### src/rtl/key_debouncer.sv
// key_debouncer: per-key two-flop synchronizer plus confirm-counter FSM.
// Turns raw active-low KEY pins into a clean active-high level and
// single-cycle press/release strobes once a level has been stable for
// DEBOUNCE_CYCLES consecutive synchronized samples.
module key_debouncer #(
  parameter int N_KEYS          = 2,
  parameter int DEBOUNCE_CYCLES = 1_000_000,
  parameter int CNT_W           = 20
) (
  input  logic              clk,
  input  logic              rst,
  input  logic [N_KEYS-1:0] key_n,
  output logic [N_KEYS-1:0] key_level,
  output logic [N_KEYS-1:0] press_pulse,
  output logic [N_KEYS-1:0] release_pulse
);

  typedef enum logic [1:0] {
    ST_UP,
    ST_CONFIRM_DOWN,
    ST_DOWN,
    ST_CONFIRM_UP
  } state_t;

  localparam logic [CNT_W-1:0] LP_LAST = CNT_W'(DEBOUNCE_CYCLES - 1);
  localparam logic [CNT_W-1:0] LP_ONE  = CNT_W'(1);

  logic [N_KEYS-1:0] r_sync1;
  logic [N_KEYS-1:0] r_sync2;
  logic [N_KEYS-1:0] w_s;

  // Two-flop synchronizer; reset to the released (high) level
  always_ff @(posedge clk) begin
    if (rst) begin
      r_sync1 <= '1;
      r_sync2 <= '1;
    end else begin
      r_sync1 <= key_n;
      r_sync2 <= r_sync1;
    end
  end

  assign w_s = ~r_sync2;

  for (genvar g = 0; g < N_KEYS; g++) begin : g_key
    state_t           r_state;
    logic [CNT_W-1:0] r_cnt;
    logic             r_level;
    logic             r_press;
    logic             r_release;

    // Per-key debounce FSM with registered level and one-cycle strobes
    always_ff @(posedge clk) begin
      if (rst) begin
        r_state   <= ST_UP;
        r_cnt     <= '0;
        r_level   <= 1'b0;
        r_press   <= 1'b0;
        r_release <= 1'b0;
      end else begin
        r_press   <= 1'b0;
        r_release <= 1'b0;
        unique case (r_state)
          ST_UP: begin
            r_level <= 1'b0;
            if (w_s[g]) begin
              r_state <= ST_CONFIRM_DOWN;
              r_cnt   <= LP_ONE;
            end else begin
              r_cnt   <= '0;
            end
          end
          ST_CONFIRM_DOWN: begin
            if (!w_s[g]) begin
              // single opposite sample aborts the change entirely
              r_state <= ST_UP;
              r_cnt   <= '0;
            end else if (r_cnt == LP_LAST) begin
              r_state <= ST_DOWN;
              r_cnt   <= '0;
              r_level <= 1'b1;
              r_press <= 1'b1;
            end else begin
              r_cnt   <= r_cnt + LP_ONE;
            end
          end
          ST_DOWN: begin
            r_level <= 1'b1;
            if (!w_s[g]) begin
              r_state <= ST_CONFIRM_UP;
              r_cnt   <= LP_ONE;
            end else begin
              r_cnt   <= '0;
            end
          end
          ST_CONFIRM_UP: begin
            if (w_s[g]) begin
              r_state <= ST_DOWN;
              r_cnt   <= '0;
            end else if (r_cnt == LP_LAST) begin
              r_state   <= ST_UP;
              r_cnt     <= '0;
              r_level   <= 1'b0;
              r_release <= 1'b1;
            end else begin
              r_cnt     <= r_cnt + LP_ONE;
            end
          end
          default: begin
            r_state <= ST_UP;
            r_cnt   <= '0;
            r_level <= 1'b0;
          end
        endcase
      end
    end

    assign key_level[g]     = r_level;
    assign press_pulse[g]   = r_press;
    assign release_pulse[g] = r_release;
  end

endmodule

### config.mk
export PLATFORM = sky130hd
export DESIGN_NAME = key_debouncer
export DESIGN_NICKNAME = d
export VERILOG_FILES = /design/src/rtl/key_debouncer.sv
export SDC_FILE = /design/constraint.sdc
export NUM_CORES = 1
export LEC_CHECK = 0
export ABC_CLOCK_PERIOD_IN_PS = 4000
export CAP_MARGIN = 40
export CELL_PAD_IN_SITES_DETAIL_PLACEMENT = 1
export CELL_PAD_IN_SITES_GLOBAL_PLACEMENT = 2
export CORE_MARGIN = 10
export CORE_UTILIZATION = 41
export DETAILED_ROUTE_END_ITERATION = 8
export HOLD_SLACK_MARGIN = 0.02
export PLACE_DENSITY_LB_ADDON = 0.1
export REMOVE_ABC_BUFFERS = 1
export SETUP_SLACK_MARGIN = 0.02
export SLEW_MARGIN = 0
export SYNTH_ARGS = -nofsm -noshare
export SYNTH_HDL_FRONTEND = slang
export SYNTH_SLANG_ARGS = --single-unit
### constraint.sdc
create_clock -name clk -period 4 [get_ports clk]
set_input_delay 0.8 -clock clk [delete_from_list [all_inputs] [get_ports clk]]
set_output_delay 0.8 -clock clk [all_outputs]
set_load 0.02 [all_outputs]
After elaboration in Yosys (flattened, before gate mapping) --
Cells that the tools add are included.
Storage, ports and cells: register bits 54, latch bits 0, bits in writable memories 0, ROM bits 0, output and inout bits 6, logic and storage cells 93, memories kept 0
Operators by class: $add $sub $neg 2, multiply operators 0, divide/modulo/power cells 0, order comparisons 0, equal/unequal tests 24, shifts and indexed selects 0, multiplexer cells 38, bitwise operators 7, reduce and logical (&&, ||, !) cells 10
Operator list (number):
- $pmux W20 S4 | 2
- $mux W20 | 6
- $add A20 B1 Y20 const B | 2
- $eq A20 B20 Y1 const B | 2
- $mux W2 | 12
- $ne A2 B2 Y1 const B | 12
- $pmux W2 S4 | 2
- $reduce_and A4 Y1 | 4
- $mux W1 | 14
- $ne A3 B3 Y1 const B | 4
- $reduce_or A3 Y1 | 4
- $eq A2 B2 Y1 const B | 4
- $pmux W1 S4 | 2
- $not A1 Y1 | 6
- $eq A2 B1 Y1 const B | 2
- $logic_not A2 Y1 | 2
- $not A2 Y2 | 1

Depth between registers and ports, before layout --
depth in word-level cells 4, depth in mapped cells 8

Worst setup path after synthesis --
OpenSTA, ideal clock, no wires.
path type register to register, start register g_key[1].r_cnt[0], end register g_key[1].r_cnt[12], setup time 115 ps, data arrival time 1589 ps, required time 3885 ps, setup slack 2296 ps, stages on the path, launching flop included 9, path buffers 2, cells stage by stage dfxtp_1 ha_1 and3_1 nand3_2 or2_2 buf_6 nand2_4 buf_6 nor2_1
Between the ends: longest elaborated chain between the ends 4, elaborated cells on any way between the ends 6
Ends and longest elaborated chain:
- start: declaration | RTL line 47 | logic [CNT_W-1:0] r_cnt;
- start signal: assignment | RTL line 84 | r_cnt <= r_cnt + LP_ONE;
- start signal: assignment | RTL line 106 | r_cnt <= r_cnt + LP_ONE;
- $add A20 B1 Y20 or $eq A20 B20 Y1 (tied branches)
- $mux W20 * | RTL line 78, 100
- $mux W20, on equally long branches | RTL line 97, 74
- $pmux W20 S4 * | RTL line 63 | unique case (r_state)
Mark *: on every way between the ends. The rest lies on a longest branch, timed or not. A chain may end at the register's enable or synchronous reset.

==> results.md <==
* Cell area after technology mapping at about 2700 um2
* Wire length of the first global-routing pass at ~9700 um
* Headroom to the max-slew limit at roughly three fifths
* Flip-flop cell with the highest count after synthesis: sky130_fd_sc_hd__dfxtp_1
* Floorplan die width at a little over 100 um
* Clock sink count at 54
* Max stage delay on crit path at between 0.5 and 0.6 ns
* Most repeated cell in the gate-level netlist after synthesis: sky130_fd_sc_hd__dfxtp_1
* Vias per Instance at approximately 5.3
* Fraction of synthesis flops using an asynchronous set or reset pin at 0%
* Total Negative Setup Slacks at 0 ns
* Standard-cell row count at 29
* Worst-skew pair later-pin latency at about 0.3 ns
* Area share of the largest cell type after synthesis at 39.6%
* Final total power at 1.15 mW
* Largest vdd supply drop at ~0.19 mV
* Buffers on Ports at 9
* Synthesis-to-finish area growth at 7.84%
* Count of H-tree levels built during CTS at 2
* Number of design rule violations left after detail routing at 0
* Worst path top cell family by delay: buffers and inverters
* Final period demand of the worst path at roughly 2.2 ns
* Total vias in the final route at 2059
* Power Density at 391 nW/um2
* Cell at the root of the clock tree: sky130_fd_sc_hd__clkbuf_8
* Global route total overflow at 0
* Count of pins over their slew limit at 0
* Cells after Synth at approximately 310
* Cell types with the highest counts after synthesis: 54 x sky130_fd_sc_hd__dfxtp_1, 51 x sky130_fd_sc_hd__nor2_1, 23 x sky130_fd_sc_hd__xnor2_1
* Required time of the worst setup path at 4.22 ns
* Clock transition at the registers of the reported paths at 0.10 ns
* Net count of the finished layout at 328
* Synthesis Warnings at 0
* Number of distinct library cells after synthesis at 56
* Leakage component of the power at between 0.9 and 1 nW
* Post-Synthesis Mean Instance Area at slightly below 9 um2
* Core ar. at 6420 um2
* Maximum fanout along the worst path at 18
* Number of buffers on the longest clock path at 2
* Final number of hold-violating endpoints at 0
* Last weighted congestion value of the routability-driven placer at 0.795
* Startpoint type of the worst setup path: input port
* Setup crit end kind: flop
* Setup repair after global routing missed its margin: false
* Highest clock frequency the design can meet at 448 MHz
* Global-route usage over all layers at a little under an eighth
* Maximum number of pins on one net before global-route repair at 19
* Status: complete, no violations
* Worst Path Arrival at roughly 2.5 ns
* Die area at approximately 10000 um2
* Category of the most critical setup path: in2reg
* Diode count at 0
* Sequential cell area fraction in the yosys report at around two fifths
* Dominant cell type by area after synthesis: sky130_fd_sc_hd__dfxtp_1
* Post-CTS Hold Fix Bufs at 0
* Number of antenna violations at the first check in global routing at 0
* Worst Tran Pin Value at approximately 0.57 ns
* Post-synth EDFFs at 0
* Wire per inst at 14.1 um
* Detailed-router iteration count before antenna repair at 4
* First DRT Iteration DRCs at 31
* Register bit total from synthesis at 54
* Slowest CP cell: sky130_fd_sc_hd__clkdlybuf4s50_1
* Io pins at 10
* Proportion of layout cells with a drive suffix above 1 at 8.31%
* Total Wirelength at between 5000 and 6000 um
* Die height at a little over 100 um
* Number of CTS-inserted buffers at 5
* DP HPWL at about 4000 um
* Buffer count from post-CTS setup fixing at 0
* Final setup violation count at 0
* Period Utilization, post-route at a little under three fifths
* Final clock skew at about 0.013 ns
* Worst min-delay path category: reg2reg
* Series of cell instances along the critical path: clkdlybuf4s50_1, buf_4, a211oi_1, nand2_2, nor2_1
* Effective utilization at floorplan at 42.5%
* Buffers and inverters on the worst path at 2
* TritonCTS clock tree: yes
* Antenna-violating nets left at 0
* Number of max-cap violations at 0
* Number of gates given a new drive strength after cts at 0
* Largest cells by area after synthesis: sky130_fd_sc_hd__dfxtp_1 40%, sky130_fd_sc_hd__xnor2_1 7.4%, sky130_fd_sc_hd__nor2_1 7.0%
* Vias in the first global route at 2024
-- routing by layer --
| layer | track usage, % | up-vias | part of all wire (%) | wire length, um |
|---|---|---|---|---|
| li1 | - | 1063 | - | - |
| met1 | 14.5 | 984 | 50 | 2750 |
| met2 | 18.5 | 8 | 47 | 2610 |
| met3 | 2.52 | 4 | 1.9 | 103 |
| met4 | 3.30 | 0 | 0.85 | 47 |
| met5 | 0 | - | 0 | 0 |
-- flip-flops by register name (all words and copies together), names as in the netlist, named ones only --
name and count:
g_key.r_press 2, g_key.r_release 2, g_key.r_level 2, r_sync1 2, r_sync2 2, g_key.r_cnt 40, g_key.r_state 2
-- final cells by class --
type,instances,area (um2)
Clock buffer,7,76.3
Clock inverter,1,30.0
Fill cell,762,3480
Inverter,14,52.6
Multi-Input combinational cell,227,1510
Sequential cell,54,1080
Tap cell,77,96.3
Timing Repair Buffer,10,97.6
-- worst paths after layout --
check | from | end | slack [ns] | depth (start not counted)
max | rst | g_key[0].r_cnt[5] | 1.77 | 5
min reg2reg | r_sync1[0] | r_sync2[0] | 0.42 | 1
min | r_sync1[0] | r_sync2[0] | 0.42 | 1
max reg2reg | g_key[0].r_cnt[7] | g_key[0].r_cnt[5] | 2.03 | 5
-- cells by family after synthesis --
kind of cell | Yosys count | share of synthesized area [%]
AO/OA/AOI/OAI | 28 | 7.93
flip-flops | 54 | 39.6
AND/OR/NAND/NOR | 149 | 29.6
XOR/XNOR | 36 | 11.5
adder cells (fa/ha/maj) | 12 | 5.50
multiplexers | 2 | 0.733
buffers and inverters | 26 | 5.09
-- layout by cell type (no fill, tap or decap), types with 2 or more instances in the layout --
cell	netlist	routed
sky130_fd_sc_hd__clkbuf_1	3	2
sky130_fd_sc_hd__a31oi_1	5	5
sky130_fd_sc_hd__nand3_1	19	19
sky130_fd_sc_hd__xor2_1	13	13
sky130_fd_sc_hd__and2_1	3	3
sky130_fd_sc_hd__nor3_1	13	13
sky130_fd_sc_hd__nor2_1	51	51
sky130_fd_sc_hd__ha_1	12	12
sky130_fd_sc_hd__o21ai_0	3	3
sky130_fd_sc_hd__mux2i_1	2	2
sky130_fd_sc_hd__clkbuf_8	0	5
sky130_fd_sc_hd__inv_1	14	14
sky130_fd_sc_hd__and4_1	2	2
sky130_fd_sc_hd__nand2b_1	3	3
sky130_fd_sc_hd__a2111oi_2	2	2
sky130_fd_sc_hd__nand2_1	13	13
sky130_fd_sc_hd__nor4b_2	2	2
sky130_fd_sc_hd__o32ai_1	2	2
sky130_fd_sc_hd__dfxtp_1	54	54
sky130_fd_sc_hd__nand4_1	4	4
sky130_fd_sc_hd__or2_2	6	6
sky130_fd_sc_hd__nor4_1	4	4
sky130_fd_sc_hd__xnor2_1	23	23
sky130_fd_sc_hd__a211oi_1	2	2
sky130_fd_sc_hd__a21oi_1	2	2
sky130_fd_sc_hd__clkdlybuf4s50_1	0	9
sky130_fd_sc_hd__and3_1	11	11
sky130_fd_sc_hd__nor4_2	2	2
-- through the flow --
step	utilization [%]	hold slack [ns]	instances	cell area, um2	worst slack [ns]
final	45.8	0.420	390	2940	1.77
after detailed placement	44.2	0.398	382	2840	1.44
after global routing	45.8	0.439	390	2940	1.62
after floorplan	-	0.389	295	2640	2.34
after global placement	44.2	0.394	382	2840	1.53
after CTS	45.8	0.422	390	2940	1.76
-- where the power goes --
group          internal [mW]  total [mW]  switching (mW)
sequential             0.557       0.581          0.0241
clock                  0.188       0.362           0.174
combinational         0.0911       0.208           0.117
-- worst register-to-register path, stage by stage, from the launching register on --
cell and delay, ns:
sky130_fd_sc_hd__dfxtp_1 0.36, sky130_fd_sc_hd__nor4_1 0.52, sky130_fd_sc_hd__and4_4 0.35, sky130_fd_sc_hd__nand2_1 0.16, sky130_fd_sc_hd__nand2_2 0.34, sky130_fd_sc_hd__nor2_1 0.10
No activity file was read; power rests on OpenSTA's default activity.
